## src/rtl/pool_window_scheduler.sv

```systemverilog
// Sequences a 3x3 max-pool over one square channel: serial window fetch, pool issue, latency wait, result write.
// Optional define POOL_SCHED_PERF_EN adds perf_cycles / perf_stall counters.
`ifndef DATA_WIDTH
`define DATA_WIDTH 32
`endif
`ifndef POOL_SIZE
`define POOL_SIZE (9*`DATA_WIDTH)
`endif

module pool_window_scheduler #(
  parameter int FM_SIZE    = 55,
  parameter int POOL_K     = 3,
  parameter int STRIDE     = 2,
  parameter int OUT_SIZE   = (FM_SIZE - POOL_K) / STRIDE + 1,
  parameter int ADDR_WIDTH = 12,
  parameter int POOL_LAT   = 5
) (
  input  logic                    clk,
  input  logic                    reset,
  input  logic                    start,
  input  logic [ADDR_WIDTH-1:0]   fm_base,
  input  logic [ADDR_WIDTH-1:0]   out_base,
  output logic                    rd_req,
  output logic [ADDR_WIDTH-1:0]   rd_addr,
  input  logic                    rd_valid,
  input  logic [`DATA_WIDTH-1:0]  rd_data,
  output logic                    pool_ena,
  output logic [`POOL_SIZE-1:0]   pool_vector,
  input  logic [`DATA_WIDTH-1:0]  pool_result,
  output logic                    wr_en,
  output logic [ADDR_WIDTH-1:0]   wr_addr,
  output logic [`DATA_WIDTH-1:0]  wr_data,
  input  logic                    wr_ready,
  output logic                    busy,
  output logic                    done
`ifdef POOL_SCHED_PERF_EN
  ,
  output logic [31:0]             perf_cycles,
  output logic [31:0]             perf_stall
`endif
);

  localparam logic [2:0] S_IDLE  = 3'd0;
  localparam logic [2:0] S_FETCH = 3'd1;
  localparam logic [2:0] S_ISSUE = 3'd2;
  localparam logic [2:0] S_WAIT  = 3'd3;
  localparam logic [2:0] S_WRITE = 3'd4;
  localparam logic [2:0] S_DONE  = 3'd5;

  localparam int K_LAST = POOL_K * POOL_K - 1;
  localparam int LAT_W  = $clog2(POOL_LAT + 1);
  localparam logic [ADDR_WIDTH-1:0] A_FM     = ADDR_WIDTH'(FM_SIZE);
  localparam logic [ADDR_WIDTH-1:0] A_STRIDE = ADDR_WIDTH'(STRIDE);
  localparam logic [ADDR_WIDTH-1:0] A_OUT    = ADDR_WIDTH'(OUT_SIZE);
  localparam logic [ADDR_WIDTH-1:0] A_LAST   = ADDR_WIDTH'(OUT_SIZE - 1);

  logic [2:0]              r_state;
  logic [ADDR_WIDTH-1:0]   r_fmBase;
  logic [ADDR_WIDTH-1:0]   r_outBase;
  logic [ADDR_WIDTH-1:0]   r_ox;
  logic [ADDR_WIDTH-1:0]   r_oy;
  logic [3:0]              r_k;
  logic [1:0]              r_kRow;
  logic [1:0]              r_kCol;
  logic [LAT_W-1:0]        r_latCnt;
  logic [`POOL_SIZE-1:0]   r_vec;
  logic [`DATA_WIDTH-1:0]  r_wrData;

  logic [ADDR_WIDTH-1:0]   w_rowOff;
  logic [ADDR_WIDTH-1:0]   w_rdAddr;
  logic [ADDR_WIDTH-1:0]   w_wrAddr;
  logic                    w_lastPos;

  // Window row/column within the 3x3 are tracked directly, avoiding a divide-by-3 of k.
  assign w_rowOff  = r_oy * A_STRIDE + {{(ADDR_WIDTH-2){1'b0}}, r_kRow};
  assign w_rdAddr  = r_fmBase + w_rowOff * A_FM + r_ox * A_STRIDE + {{(ADDR_WIDTH-2){1'b0}}, r_kCol};
  assign w_wrAddr  = r_outBase + r_oy * A_OUT + r_ox;
  assign w_lastPos = (r_ox == A_LAST) && (r_oy == A_LAST);

  assign rd_req      = (r_state == S_FETCH);
  assign rd_addr     = rd_req ? w_rdAddr : '0;
  assign pool_ena    = (r_state == S_ISSUE);
  assign pool_vector = r_vec;
  assign wr_en       = (r_state == S_WRITE);
  assign wr_addr     = wr_en ? w_wrAddr : '0;
  assign wr_data     = r_wrData;
  assign busy        = (r_state == S_FETCH) || (r_state == S_ISSUE) ||
                       (r_state == S_WAIT)  || (r_state == S_WRITE);
  assign done        = (r_state == S_DONE);

  always_ff @(posedge clk or negedge reset) begin
    if (!reset) begin
      r_state   <= S_IDLE;
      r_fmBase  <= '0;
      r_outBase <= '0;
      r_ox      <= '0;
      r_oy      <= '0;
      r_k       <= '0;
      r_kRow    <= '0;
      r_kCol    <= '0;
      r_latCnt  <= '0;
      r_vec     <= '0;
      r_wrData  <= '0;
    end else begin
      case (r_state)
        S_IDLE: begin
          if (start) begin
            r_fmBase  <= fm_base;
            r_outBase <= out_base;
            r_ox      <= '0;
            r_oy      <= '0;
            r_k       <= '0;
            r_kRow    <= '0;
            r_kCol    <= '0;
            r_state   <= S_FETCH;
          end
        end
        S_FETCH: begin
          if (rd_valid) begin
            for (int i = 0; i <= K_LAST; i++) begin
              if (r_k == 4'(i)) r_vec[i*`DATA_WIDTH +: `DATA_WIDTH] <= rd_data;
            end
            if (r_k == 4'(K_LAST)) begin
              r_k     <= '0;
              r_kRow  <= '0;
              r_kCol  <= '0;
              r_state <= S_ISSUE;
            end else begin
              r_k <= r_k + 4'd1;
              if (r_kCol == 2'(POOL_K - 1)) begin
                r_kCol <= '0;
                r_kRow <= r_kRow + 2'd1;
              end else begin
                r_kCol <= r_kCol + 2'd1;
              end
            end
          end
        end
        S_ISSUE: begin
          r_latCnt <= '0;
          r_state  <= S_WAIT;
        end
        S_WAIT: begin
          if (r_latCnt == LAT_W'(POOL_LAT - 1)) begin
            r_wrData <= pool_result;
            r_state  <= S_WRITE;
          end else begin
            r_latCnt <= r_latCnt + 1'b1;
          end
        end
        S_WRITE: begin
          if (wr_ready) begin
            if (w_lastPos) begin
              r_state <= S_DONE;
            end else begin
              if (r_ox == A_LAST) begin
                r_ox <= '0;
                r_oy <= r_oy + 1'b1;
              end else begin
                r_ox <= r_ox + 1'b1;
              end
              r_state <= S_FETCH;
            end
          end
        end
        S_DONE:  r_state <= S_IDLE;
        default: r_state <= S_IDLE;
      endcase
    end
  end

`ifdef POOL_SCHED_PERF_EN
  logic [31:0] r_perfCycles;
  logic [31:0] r_perfStall;

  // Both counters saturate and are cleared only by reset or an accepted start.
  always_ff @(posedge clk or negedge reset) begin
    if (!reset) begin
      r_perfCycles <= '0;
      r_perfStall  <= '0;
    end else if ((r_state == S_IDLE) && start) begin
      r_perfCycles <= '0;
      r_perfStall  <= '0;
    end else begin
      if (busy && (r_perfCycles != 32'hFFFF_FFFF)) r_perfCycles <= r_perfCycles + 32'd1;
      if ((((r_state == S_FETCH) && !rd_valid) || ((r_state == S_WRITE) && !wr_ready)) &&
          (r_perfStall != 32'hFFFF_FFFF))
        r_perfStall <= r_perfStall + 32'd1;
    end
  end

  assign perf_cycles = r_perfCycles;
  assign perf_stall  = r_perfStall;
`endif

endmodule

```

## config.mk

```make
export PLATFORM = sky130hd
export DESIGN_NAME = pool_window_scheduler
export DESIGN_NICKNAME = d
export VERILOG_FILES = /design/src/rtl/pool_window_scheduler.sv
export SDC_FILE = /design/constraint.sdc
export NUM_CORES = 1
export LEC_CHECK = 0
export ABC_AREA = 1
export CAP_MARGIN = 20
export CORE_MARGIN = 1
export CORE_UTILIZATION = 54
export CTS_BUF_LIST = sky130_fd_sc_hd__clkbuf_16
export DETAILED_ROUTE_END_ITERATION = 7
export PLACE_DENSITY = 0.86
export SLEW_MARGIN = 10
export SYNTH_ARGS = -nofsm -noshare
export SYNTH_HDL_FRONTEND = slang
export SYNTH_SLANG_ARGS = --single-unit
```

## constraint.sdc

```tcl
create_clock -name clk -period 10.01 [get_ports clk]
set_clock_uncertainty 0.15 [all_clocks]
set_input_delay 1.001 -clock clk [delete_from_list [all_inputs] [get_ports clk]]
set_output_delay 1.001 -clock clk [all_outputs]
set_load 0.01 [all_outputs]
```

==> key figures, run 1 <==
Clock tree
  • # hold bufs at CTS: 0
  • Later-pin clock latency in the skew report: 0.55 ns
  • Clk buf depth: 3
  • TritonCTS buffer count: 41
  • CTS tree: done
  • Post-CTS Resized: 0
  • Sinks on Clock Net: 382
  • Root Buffer Master: sky130_fd_sc_hd__clkbuf_16
  • Depth of the CTS H-tree: 2
  • Clock transition at the register clock pins on the worst setup and hold paths after CTS: 0.06 ns
  • Number of post-CTS setup repair buffers: 0

Cells and area
  • Commonest non-fill, non-tap cell in the layout: sky130_fd_sc_hd__clkdlybuf4s50_1
  • Layout cells sized above 1: 5.777%
  • Final #Nets: 2554
  • Synthesis-to-finish area growth: 33.10%
  • Filler cell count: 2319
  • Commonest non-fill, non-tap cells in the layout: 440 x sky130_fd_sc_hd__clkdlybuf4s50_1, 415 x sky130_fd_sc_hd__nand2_1, 382 x sky130_fd_sc_hd__dfrtp_1, 263 x sky130_fd_sc_hd__o21ai_0, 256 x sky130_fd_sc_hd__inv_1

Timing
  • Finish-stage setup viols: 0
  • Least setup slack across all paths after layout: 2.599 ns
  • Final hold vios: 0
  • FMAX: 134.9 MHz
  • RSZ-0062 raised after global routing: false
  • Count of pins over their slew limit: 0
  • Post-route fraction of the period consumed by the critical path: 74.03%
  • Post-layout minimum cycle time: 7.411 ns
  • Max-slew headroom at the worst pin: 27.88%
  • Pin slew with the least headroom to its limit: 1.082 ns
  • Summed negative setup slack over all endpoints: 0 ns

Die
  • Cell Rows: 67
  • Overall die width: 186.4 microns
  • Die boundary height: 186.4 microns
  • Number of primary I/O pins: 442
  • Die Area: 34750 sq um
  • Effective utilization at floorplan: 54.76%
  • Core outline area: 33530 sq um

Power and ir drop
  • Power density relative to cell area: 337.5 nW/um^2
  • Static leakage power: 11.48 nW
  • Maximum vdd drop: 0.0005155 V

Yosys
  • Number of library cell types mapped by synthesis: 47
  • Number of enable-type register cells in the synthesized netlist: 0
  • Synthesized netlist net count: 2131
  • Prevailing post-synth register cell: sky130_fd_sc_hd__dfrtp_1
  • Area share of the largest cell type after synthesis: 52.05%
  • Total of flip-flops plus latches after synthesis: 382
  • Total number of yosys warnings: 0
  • Post-Syn Area per Cell: 9.665 sq um
  • Total standard cell area after synthesis: 18360 sq um
  • Share of synthesized flip-flops with an asynchronous set or reset: 100.0%
  • Cells taking the most area after synthesis: sky130_fd_sc_hd__dfrtp_1 52%, sky130_fd_sc_hd__nand2_1 8.5%, sky130_fd_sc_hd__fa_1 7.3%
  • Gate Count Post-Synth: 1900
  • Portion of the post-synthesis area used by sequential elements: 52.05%
  • Library cell with the largest summed area after synthesis: sky130_fd_sc_hd__dfrtp_1

Critical path
  • Worst endpoint data arrival time: 6.26 ns
  • Worst reg2reg startpoint: r_state[2]
  • Worst Setup Start Kind: flip-flop
  • Crit Path Class: reg2out
  • Worst-path maximum fanout: 8
  • Launch point of the critical path: r_oy[6]
  • WP data required: 8.86 ns
  • Worst Setup End Kind: output port

Run
  • MaxCap Viol Count: 0

Place
  • Worst Setup Slack post-DPL: 3.253 ns
  • Port Buffer Count: 441
  • Last weighted congestion value of the routability-driven placer: 0.9302
  • HPWL Detailed: 39.58 mm

Route
  • Drt wl/cell: 20.12 microns
  • Remaining antenna violation count: 0
  • Starting DRT DRC Count: 996
  • Post-DR vias/cell: 5.475
  • Routed Wire Length: 56.46 mm
  • 1st-pass router iterations: 5
  • DRC viols: 0
  • Detailed-route via count: 15360

Worst hold path
  • HP Class: reg2reg
  • Start point of the worst min-delay path: pool_vector[195]

GRT
  • Vias in the first global route: 15960
  • GRT Overall Usage: 32.65%
  • First-pass GRT wire length: 88.48 mm
  • Number of antenna violations at the first check in global routing: 4
  • Maximum number of pins on one net before global-route repair: 145
  • Global route overflow: 0

Outcome
  • Outcome: finished, final reports clean
## metal layers
metal	vias to the layer above	global-route usage (%)	share of wire [%]
met5	-	0	0
met4	0	17.45	5.8
li1	6956	-	-
met3	169	9.009	8.4
met2	666	53.46	47
met1	7572	39.40	39
## state kept, by name (all words and copies together), names as in the netlist
register and flops:
r_state 3, pool_vector 288, r_k 4, r_oy 12, r_fmBase 12, r_ox 12, r_kCol 2, r_latCnt 3
r_outBase 12, wr_data 32, r_kRow 2
## logic make-up (layout without fill, tap and decap cells)
kind of cell               count (synthesis)  count (layout)  share of synthesized area [%]
buffers and inverters                    323             777                          6.807
and+or+nand+nor                          591             591                          13.82
adders and majority gates                138             138                          12.14
DFF                                      382             382                          52.05
AOI/OAI and AO/OA                        400             400                          11.47
other                                      0               4                              0
xor gates and xnor gates                  25              25                          1.192
muxes                                     41              41                          2.514
## final cells by class
class | instances | area (sq um) | area share [%]
Sequential cell | 382 | 9559 | 39.11
Multi-Input combinational cell | 1195 | 7555 | 30.91
Clock buffer | 42 | 1051 | 4.300
Inverter | 254 | 958.4 | 3.921
Tap cell | 448 | 560.5 | 2.293
Antenna cell | 4 | 10.01 | 0.04095
Timing Repair Buffer | 449 | 4512 | 18.46
Clock inverter | 32 | 236.5 | 0.9675
## worst max-delay path: stages, from the launching register on
cell                              delay, ns
sky130_fd_sc_hd__dfrtp_1               0.57
sky130_fd_sc_hd__ha_1                  0.28
sky130_fd_sc_hd__nand2_1               0.13
sky130_fd_sc_hd__nor2_1                0.14
sky130_fd_sc_hd__xor2_1                0.28
sky130_fd_sc_hd__inv_1                 0.14
sky130_fd_sc_hd__fa_1                  0.56
sky130_fd_sc_hd__inv_1                 0.06
sky130_fd_sc_hd__fa_1                  0.47
sky130_fd_sc_hd__inv_1                 0.05
sky130_fd_sc_hd__fa_1                  0.53
sky130_fd_sc_hd__inv_1                 0.05
sky130_fd_sc_hd__fa_1                  0.52
sky130_fd_sc_hd__inv_1                 0.04
sky130_fd_sc_hd__ha_1                  0.36
sky130_fd_sc_hd__inv_1                 0.11
sky130_fd_sc_hd__nor4_1                0.43
sky130_fd_sc_hd__nand3_1               0.16
sky130_fd_sc_hd__nand4_1               0.13
sky130_fd_sc_hd__a21oi_1               0.05
sky130_fd_sc_hd__nor2_1                0.10
sky130_fd_sc_hd__clkdlybuf4s50_1       0.54
## final timing paths
| check | slack [ns] | end | depth (start not counted) |
|---|---|---|---|
| max | 2.60 | rd_addr[11] | 21 |
| min | 0.33 | pool_vector[195] | 2 |
| max reg2reg | 6.32 | pool_vector[11] | 5 |
| min reg2reg | 0.33 | pool_vector[195] | 2 |
| max in group asynchronous | 7.72 | pool_vector[213] | 2 |
| min in group asynchronous | 0.44 | pool_vector[15] | 1 |
## synthesized netlist by cell type, types with 2 or more instances
master                       n
sky130_fd_sc_hd__dfrtp_1   382
sky130_fd_sc_hd__nor2_1     85
sky130_fd_sc_hd__a211oi_1    2
sky130_fd_sc_hd__clkbuf_1   57
sky130_fd_sc_hd__inv_2       5
sky130_fd_sc_hd__o21a_1      5
sky130_fd_sc_hd__nor2_2      2
sky130_fd_sc_hd__nor3b_1     3
sky130_fd_sc_hd__ha_1       71
sky130_fd_sc_hd__xor2_1     15
sky130_fd_sc_hd__o22ai_1     3
sky130_fd_sc_hd__mux2_2     41
sky130_fd_sc_hd__nand3_1    38
sky130_fd_sc_hd__a21oi_1    51
sky130_fd_sc_hd__o21ai_1    57
sky130_fd_sc_hd__a21o_1      3
sky130_fd_sc_hd__xnor2_1    10
sky130_fd_sc_hd__nand2_1   415
sky130_fd_sc_hd__nor3_1     13
sky130_fd_sc_hd__fa_1       67
sky130_fd_sc_hd__nor2_4      2
sky130_fd_sc_hd__o31ai_1     4
sky130_fd_sc_hd__nand4_4     8
sky130_fd_sc_hd__inv_1     247
sky130_fd_sc_hd__or2_2       2
sky130_fd_sc_hd__buf_2       8
sky130_fd_sc_hd__o21ai_0   263
sky130_fd_sc_hd__o31ai_2     3
sky130_fd_sc_hd__buf_6       2
sky130_fd_sc_hd__buf_4       2
sky130_fd_sc_hd__nand4_1    18
## metrics by stage
step	hold WS, ns	instance area (sq um)	utilization, %	total power (W)	cells
after floorplan	0.3362	18360	-	0.004802	1900
after global placement	0.3159	23100	68.88	0.006433	2726
after CTS	0.3373	24410	72.80	0.008244	2801
after detailed placement	0.3220	23120	68.96	0.006670	2727
final	0.3318	24440	72.89	0.008250	2806
after global routing	0.3523	24440	72.89	0.008818	2806
## where the power goes
| part | switching [W] | internal (W) | total, W |
|---|---|---|---|
| logic | 0.00251 | 0.00198 | 0.00448 |
| registers | 0.000301 | 0.00200 | 0.00230 |
| clock network | 0.000629 | 0.000839 | 0.00147 |
| total | 0.00344 | 0.00481 | 0.00825 |
No activity file was read; power rests on OpenSTA's default activity.
==> run 2, diff against run 1 <==
--- a/config.mk
+++ b/config.mk
@@ -8,10 +8,10 @@
 export ABC_AREA = 1
 export CAP_MARGIN = 20
 export CORE_MARGIN = 1
-export CORE_UTILIZATION = 54
+export CORE_UTILIZATION = 45
 export CTS_BUF_LIST = sky130_fd_sc_hd__clkbuf_16
 export DETAILED_ROUTE_END_ITERATION = 7
-export PLACE_DENSITY = 0.86
+export PLACE_DENSITY = 0.76
 export SLEW_MARGIN = 10
 export SYNTH_ARGS = -nofsm -noshare
 export SYNTH_HDL_FRONTEND = slang
==> constraint.sdc (replaced) <==
create_clock -name clk -period 6.4 [get_ports clk]
set_clock_uncertainty 0.15 [all_clocks]
set_input_delay 0.64 -clock clk [delete_from_list [all_inputs] [get_ports clk]]
set_output_delay 0.64 -clock clk [all_outputs]
set_load 0.01 [all_outputs]
==> run 2 against run 1 <==
  * Cell count increased by 3.3%
  * Global-route usage shrank 5.7 points
  * Highest routed layer unchanged
  * Power is 59% higher
  * Critical path depth rose by 4
  * Sequential cell count unchanged
  * Largest cell class unchanged
  * Count of clock-buffer cells in the layout up 1
  * Combinational power rose by 62%
  * Setup slack worse by 2.3 ns
  * Die area is 20% higher
  * Wire length shrank 1.5%
  * Hold slack improved by 0.00075 ns
==> key figures, run 2 (same netlist as run 1, synthesis figures left out) <==
Clock tree
  • Later-pin clock latency in the skew report: 0.56 ns (about the same)
  • CTS tree: done
  • Clk buf depth: 3 (unchanged)
  • Depth of the CTS H-tree: 2 (unchanged)
  • TritonCTS buffer count: 43 (+4.9%)
  • Sinks on Clock Net: 382 (unchanged)
  • Clock transition at the register clock pins on the worst setup and hold paths after CTS: 0.06 ns (about the same)
  • Root Buffer Master: sky130_fd_sc_hd__clkbuf_16

Cells and area
  • Commonest non-fill, non-tap cells in the layout: 435 x sky130_fd_sc_hd__clkdlybuf4s50_1, 409 x sky130_fd_sc_hd__nand2_1, 381 x sky130_fd_sc_hd__dfrtp_1, 260 x sky130_fd_sc_hd__o21ai_0, 257 x sky130_fd_sc_hd__inv_1
  • Post-layout util: 62.16% (-11 points)
  • Layout cells sized above 1: 7.961% (+2.2 points)
  • Synthesis-to-finish area growth: 35.41%
  • Filler cell count: 3240 (+40%)
  • Max reg flops: 288 (unchanged)
  • Final #Nets: 2572 (+0.70%)
  • Count of inserted antenna diode cells: 0 (-4)
  • Commonest non-fill, non-tap cell in the layout: sky130_fd_sc_hd__clkdlybuf4s50_1

Timing
  • Final hold vios: 0 (unchanged)
  • Post-layout minimum cycle time: 6.131 ns
  • Count of pins over their slew limit: 0 (unchanged)
  • Post-route fraction of the period consumed by the critical path: 95.79%
  • Finish-stage setup viols: 0 (unchanged)
  • Summed negative setup slack over all endpoints: 0 ns (unchanged)
  • FMAX: 163.1 MHz
  • Max-slew headroom at the worst pin: 31.41% (+3.5 points)
  • RSZ-0062 raised after global routing: false
  • Pin slew with the least headroom to its limit: 1.026 ns (-0.05555 ns)

GRT
  • Maximum number of pins on one net before global-route repair: 120 (-17%)
  • GRT Overall Usage: 26.98% (-5.7 points)
  • Number of antenna violations at the first check in global routing: 0 (-4)
  • First-pass GRT wire length: 86.39 mm (-2.4%)
  • Vias in the first global route: 15150 (-5.0%)
  • Global route overflow: 0 (unchanged)

Die
  • Cell Rows: 73 (+9.0%)
  • Overall die width: 204.0 microns (+9.4%)
  • Effective utilization at floorplan: 45.90% (-8.9 points)
  • Die boundary height: 204.0 microns (+9.4%)
  • Die Area: 41620 sq um (+20%)
  • Number of primary I/O pins: 442 (unchanged)
  • Core outline area: 40010 sq um (+19%)

Power and ir drop
  • Maximum vdd drop: 0.0004621 V (-10%)
  • Power density relative to cell area: 527.3 nW/um^2 (+56%)
  • Static leakage power: 11.64 nW (+1.4%)

Outcome
  • Outcome: finished, final reports clean

Run
  • MaxCap Viol Count: 0 (unchanged)

Critical path
  • Worst Setup Start Kind: flip-flop
  • Crit Path Class: reg2out
  • WP data required: 5.61 ns (-3.25 ns)
  • Worst-path maximum fanout: 8 (unchanged)
  • Worst endpoint data arrival time: 5.34 ns (-0.92 ns)
  • Worst Setup End Kind: output port

Worst hold path
  • HP Class: reg2reg

Route
  • DRC viols: 0 (unchanged)
  • 1st-pass router iterations: 5 (unchanged)
  • Post-DR vias/cell: 5.118 (-6.5%)
  • Routed Wire Length: 55.61 mm (-1.5%)
  • Remaining antenna violation count: 0 (unchanged)
  • Starting DRT DRC Count: 932 (-6.4%)
  • Detailed-route via count: 14840 (-3.4%)
  • Drt wl/cell: 19.18 microns (-4.7%)

Place
  • Port Buffer Count: 441 (unchanged)
  • Last weighted congestion value of the routability-driven placer: 0.9515 (+2.3%)
  • HPWL Detailed: 40.50 mm (+2.3%)
==> run 2: routing by layer <==
metal  up-vias  GRT usage (%)  wire length [microns]
li1       6977              -                      -
met1      7254          33.22                  22420
met2       493          44.38                  26360
met3       113          8.323                   4685
met4         0          10.39                   2144
met5         -              0                      0
==> run 2: what timing repair did <==
action | 4_1_cts | 5_1_grt
hold buffers | 1 | 0
endpoints found under the setup margin | 4 | 5
pin swaps | 3 | 5
gates cloned | 0 | 0
endpoints found under the hold margin | 68 | 0
buffers inserted | 3 | 4
gates resized for setup | 19 | 34
==> run 2: final cells by class <==
| cell class | instances | area [sq um] | share of cell area (%) |
|---|---|---|---|
| well taps | 525 | 656.9 | 2.642 |
| multi-input cells | 1195 | 7735 | 31.11 |
| flip-flops and latches | 382 | 9560 | 38.45 |
| inverters | 254 | 962.2 | 3.869 |
| clock inverters | 35 | 229.0 | 0.9208 |
| repair buffers | 465 | 4647 | 18.69 |
| clock buffers | 43 | 1076 | 4.327 |
==> run 2: final timing paths <==
| path | cells past startpoint | from | end | slack, ns |
|---|---|---|---|---|
| max | 25 | r_oy[2] | rd_addr[11] | 0.27 |
| min | 2 | pool_vector[170] | pool_vector[170] | 0.33 |
| max reg2reg | 5 | r_state[2] | pool_vector[162] | 2.71 |
| min reg2reg | 2 | pool_vector[170] | pool_vector[170] | 0.33 |
| max in group asynchronous | 3 | reset | r_oy[2] | 4.21 |
| min in group asynchronous | 2 | reset | pool_vector[136] | 0.51 |
==> run 2: power breakdown <==
group | internal (W) | total (W) | switching (W)
registers | 0.00313 | 0.00357 | 0.000437
clock network | 0.00131 | 0.00231 | 0.00100
logic | 0.00326 | 0.00724 | 0.00398
==> run 2: per-stage QoR <==
| step | std cells | cell area (sq um) | hold WS, ns | setup WS, ns | power [W] |
|---|---|---|---|---|---|
| floorplan | 1900 | 18360 | 0.1944 | 0.9641 | 0.007511 |
| global placement | 2812 | 23270 | 0.3153 | 0.2839 | 0.01018 |
| detailed placement | 2812 | 23270 | 0.3219 | 0.2359 | 0.01042 |
| CTS | 2894 | 24680 | 0.3365 | 0.03077 | 0.01296 |
| global route | 2899 | 24870 | 0.3506 | 0.01278 | 0.01417 |
| finish | 2899 | 24870 | 0.3326 | 0.2695 | 0.01311 |
==> run 2: worst max-delay path, stage by stage, from the launching register on <==
cell and delay, ns:
sky130_fd_sc_hd__dfrtp_2 0.45, sky130_fd_sc_hd__buf_4 0.18, sky130_fd_sc_hd__ha_4 0.19, sky130_fd_sc_hd__nand3_1 0.10
sky130_fd_sc_hd__nand2_1 0.07, sky130_fd_sc_hd__nand2_2 0.12, sky130_fd_sc_hd__nand2_1 0.09, sky130_fd_sc_hd__nand2_1 0.12
sky130_fd_sc_hd__inv_1 0.05, sky130_fd_sc_hd__ha_1 0.27, sky130_fd_sc_hd__inv_1 0.05, sky130_fd_sc_hd__fa_1 0.48
sky130_fd_sc_hd__inv_1 0.06, sky130_fd_sc_hd__fa_1 0.52, sky130_fd_sc_hd__inv_1 0.05, sky130_fd_sc_hd__fa_1 0.53
sky130_fd_sc_hd__inv_1 0.06, sky130_fd_sc_hd__ha_4 0.28, sky130_fd_sc_hd__inv_2 0.06, sky130_fd_sc_hd__nor4_4 0.29
sky130_fd_sc_hd__nand3_1 0.16, sky130_fd_sc_hd__nand4_1 0.13, sky130_fd_sc_hd__nand3_1 0.08, sky130_fd_sc_hd__nand2_1 0.08
sky130_fd_sc_hd__nor2_2 0.04, sky130_fd_sc_hd__dlygate4sd2_1 0.28
==> run 3, diff against run 2 <==
--- a/config.mk
+++ b/config.mk
@@ -11,7 +11,8 @@
 export CORE_UTILIZATION = 45
 export CTS_BUF_LIST = sky130_fd_sc_hd__clkbuf_16
 export DETAILED_ROUTE_END_ITERATION = 7
-export PLACE_DENSITY = 0.76
+export PLACE_DENSITY = 0.77
+export RECOVER_POWER = 25
 export SLEW_MARGIN = 10
 export SYNTH_ARGS = -nofsm -noshare
 export SYNTH_HDL_FRONTEND = slang
==> run 3 against run 2 <==
  * The run now ends with max-capacitance violations, max-slew violations left
  * Die area stayed put
  * Global-route usage grew 0.073 points
  * Wire length increased by 0.40%
  * Hold slack about the same
  * Clock power about the same
  * Count of clock-buffer cells in the layout decreased by 1
  * Cell area shrank 0.15%
  * Via count rose by 1.1%
  * Core utilization is 0.094 points lower
  * Critical path depth unchanged
  * Critical path type unchanged
==> key figures, run 3 (same netlist as run 1, synthesis figures left out) <==
Power and ir drop
  • Static leakage power: 11.57 nW (-0.60%)
  • Power density relative to cell area: 528.5 nW/um^2 (+0.23%)
  • Tot Pwr: 0.01312 W (about the same)
  • Maximum vdd drop: 0.0003711 V (-20%)

Clock tree
  • TritonCTS buffer count: 41 (-4.7%)
  • Depth of the CTS H-tree: 2 (unchanged)
  • Sinks on Clock Net: 382 (unchanged)
  • Later-pin clock latency in the skew report: 0.56 ns (about the same)
  • Clock transition at the register clock pins on the worst setup and hold paths after CTS: 0.06 ns (about the same)
  • CTS tree: done
  • Root Buffer Master: sky130_fd_sc_hd__clkbuf_16
  • Clk buf depth: 3 (unchanged)

GRT
  • Vias in the first global route: 15420 (+1.7%)
  • GRT Overall Usage: 27.05% (+0.073 points)
  • Met2 layer usage reported by global route: 44.63% (+0.26 points)
  • Met3 track utilization from global routing: 8.642% (+0.32 points)
  • Global routing's busiest layer: met2
  • Number of antenna violations at the first check in global routing: 0 (unchanged)
  • GR Util met1: 33.20% (about the same)
  • Global route overflow: 0 (unchanged)
  • Maximum number of pins on one net before global-route repair: 166 (+38%)
  • First-pass GRT wire length: 86.96 mm (+0.66%)

Die
  • Die Area: 41620 sq um (unchanged)
  • Core outline area: 40010 sq um (unchanged)
  • Number of primary I/O pins: 442 (unchanged)
  • Overall die width: 204.0 microns (unchanged)
  • Effective utilization at floorplan: 45.90% (unchanged)
  • Die boundary height: 204.0 microns (unchanged)
  • Cell Rows: 73 (unchanged)

Critical path
  • Crit Path Class: reg2out
  • Slowest stage cell on the critical path: sky130_fd_sc_hd__fa_1
  • Cell occurring most often along the worst timing path: sky130_fd_sc_hd__inv_1
  • Worst path bufs/invs: 8 (unchanged)
  • Worst Setup Start Kind: flip-flop
  • Crit path largest cell delay: 0.53 ns (about the same)
  • Worst Setup End Kind: output port
  • WP data required: 5.61 ns (about the same)
  • Worst endpoint data arrival time: 5.33 ns (about the same)
  • Kind of cell adding the most delay to the critical path: adder cells
  • Worst-path maximum fanout: 8 (unchanged)

Route
  • 1st-pass router iterations: 5 (unchanged)
  • DRC viols: 0 (unchanged)
  • Remaining antenna violation count: 0 (unchanged)
  • Starting DRT DRC Count: 1044 (+12%)
  • Detailed-route via count: 15000 (+1.1%)
  • Post-DR vias/cell: 5.183 (+1.3%)
  • Routed Wire Length: 55.83 mm (+0.40%)
  • Drt wl/cell: 19.29 microns (+0.58%)

Outcome
  • Outcome: finished, violations left
  • Violations in the final reports: max-capacitance violations, max-slew violations

Timing
  • Max-slew headroom at the worst pin: -203.8% (-240 points)
  • Post-route fraction of the period consumed by the critical path: 95.63% (-0.16 points)
  • Count of pins over their slew limit: 158 (+158)
  • FMAX: 163.4 MHz (+0.17%)
  • Post-layout minimum cycle time: 6.120 ns (-0.01024 ns)
  • Finish-stage setup viols: 0 (unchanged)
  • Summed negative setup slack over all endpoints: 0 ns (unchanged)
  • RSZ-0062 raised after global routing: false
  • Pin slew with the least headroom to its limit: 4.558 ns (+3.531 ns)
  • Final hold vios: 0 (unchanged)

Cells and area
  • Layout cells sized above 1: 7.683% (-0.28 points)
  • Final #Nets: 2569 (-0.12%)
  • Summed area of non-filler cells in the final layout: 24830 sq um (-0.15%)
  • Commonest non-fill, non-tap cell in the layout: sky130_fd_sc_hd__clkdlybuf4s50_1
  • Post-layout util: 62.06% (-0.094 points)
  • Area of combinational cells with multiple inputs: 7756 sq um (+0.27%)
  • Max reg flops: 288 (unchanged)
  • Area taken by flip-flops and latches: 9562 sq um (about the same)
  • Commonest non-fill, non-tap cells in the layout: 433 x sky130_fd_sc_hd__clkdlybuf4s50_1, 406 x sky130_fd_sc_hd__nand2_1, 380 x sky130_fd_sc_hd__dfrtp_1, 259 x sky130_fd_sc_hd__o21ai_0, 255 x sky130_fd_sc_hd__inv_1
  • Filler cell count: 3327 (+2.7%)
  • Synthesis-to-finish area growth: 35.20%
  • Count of inserted antenna diode cells: 0 (unchanged)

Place
  • Last weighted congestion value of the routability-driven placer: 0.9511 (about the same)
  • Port Buffer Count: 441 (unchanged)
  • HPWL Detailed: 40.06 mm (-1.1%)
  • Dpl cell area: 23290 sq um (about the same)

Worst hold path
  • HP Class: reg2reg

Run
  • MaxCap Viol Count: 3 (+3)
## run 3: changes by cell type in the layout (fill, tap and decap cells not counted), sizes merged
cell,change
inv,-6
clkinv,+5
buf,-4
clkbuf,+3
clkinvlp,-3
clkdlybuf4s50,-2
dlygate4sd3,+2
dlymetal6s2s,-2
bufinv,+1
clkdlybuf4s15,+1
## run 3: worst reg2reg max path, delay by kind of cell, from the launching register on
family / cells / cell delay (ns)
AO/OA/AOI/OAI: 1 / 0.57
flip-flops: 1 / 0.47
AND/OR/NAND/NOR: 3 / 2.02
buffers and inverters: 1 / 0.32
## run 3: final cells by class
| cell class | instances | share of cell area (%) |
|---|---|---|
| multi-input combinational | 1195 | 31.24 |
| timing repair buffer | 464 | 18.59 |
| clock inverter | 32 | 0.9222 |
| inverter | 254 | 3.860 |
| sequential | 382 | 38.51 |
| tap | 525 | 2.646 |
| clock buffer | 42 | 4.233 |
## run 3: metal layers
metal  part of all wire, %  up-vias  wire length [microns]
li1                      -     6969                      -
met1                    40     7380                  22310
met2                    48      543                  26560
met3                   8.7      108                   4853
met4                   3.8        0                   2110
met5                     0        -                      0
## run 3: where the power goes
part           internal [W]  switching, W
Clock               0.00131      0.000979
Sequential          0.00313      0.000441
Combinational       0.00320       0.00406
## run 3: path summary, 6_finish.rpt
check                                 startpoint  depth (start not counted)  slack (ns)                to
worst max-delay path                     r_oy[1]                         25        0.28       rd_addr[11]
worst min-delay path            pool_vector[195]                          2        0.33  pool_vector[195]
worst max register to register        r_state[2]                          5        2.74  pool_vector[130]
worst min register to register  pool_vector[195]                          2        0.33  pool_vector[195]
max in group asynchronous                  reset                          2        1.07           r_oy[3]
min in group asynchronous                  reset                          2        2.10  pool_vector[107]
## run 3: timing repair
action | in CTS | in global routing
setup endpoints to repair | 5 | 6
pin swaps | 2 | 7
gates resized for setup | 20 | 38
endpoints found under the hold margin | 80 | 0
buffers inserted | 5 | 0
hold buffers | 1 | 0
## run 3: through the flow
step / instances / setup WS [ns] / hold WS (ns)
5_1_grt: 2894 / 0.02093 / 0.3497
2_1_floorplan: 1900 / 0.9641 / 0.1944
3_3_place_gp: 2812 / 0.3708 / 0.3145
3_5_place_dp: 2812 / 0.2194 / 0.3215
6_report: 2894 / 0.2797 / 0.3324
4_1_cts: 2892 / 0.01937 / 0.3362
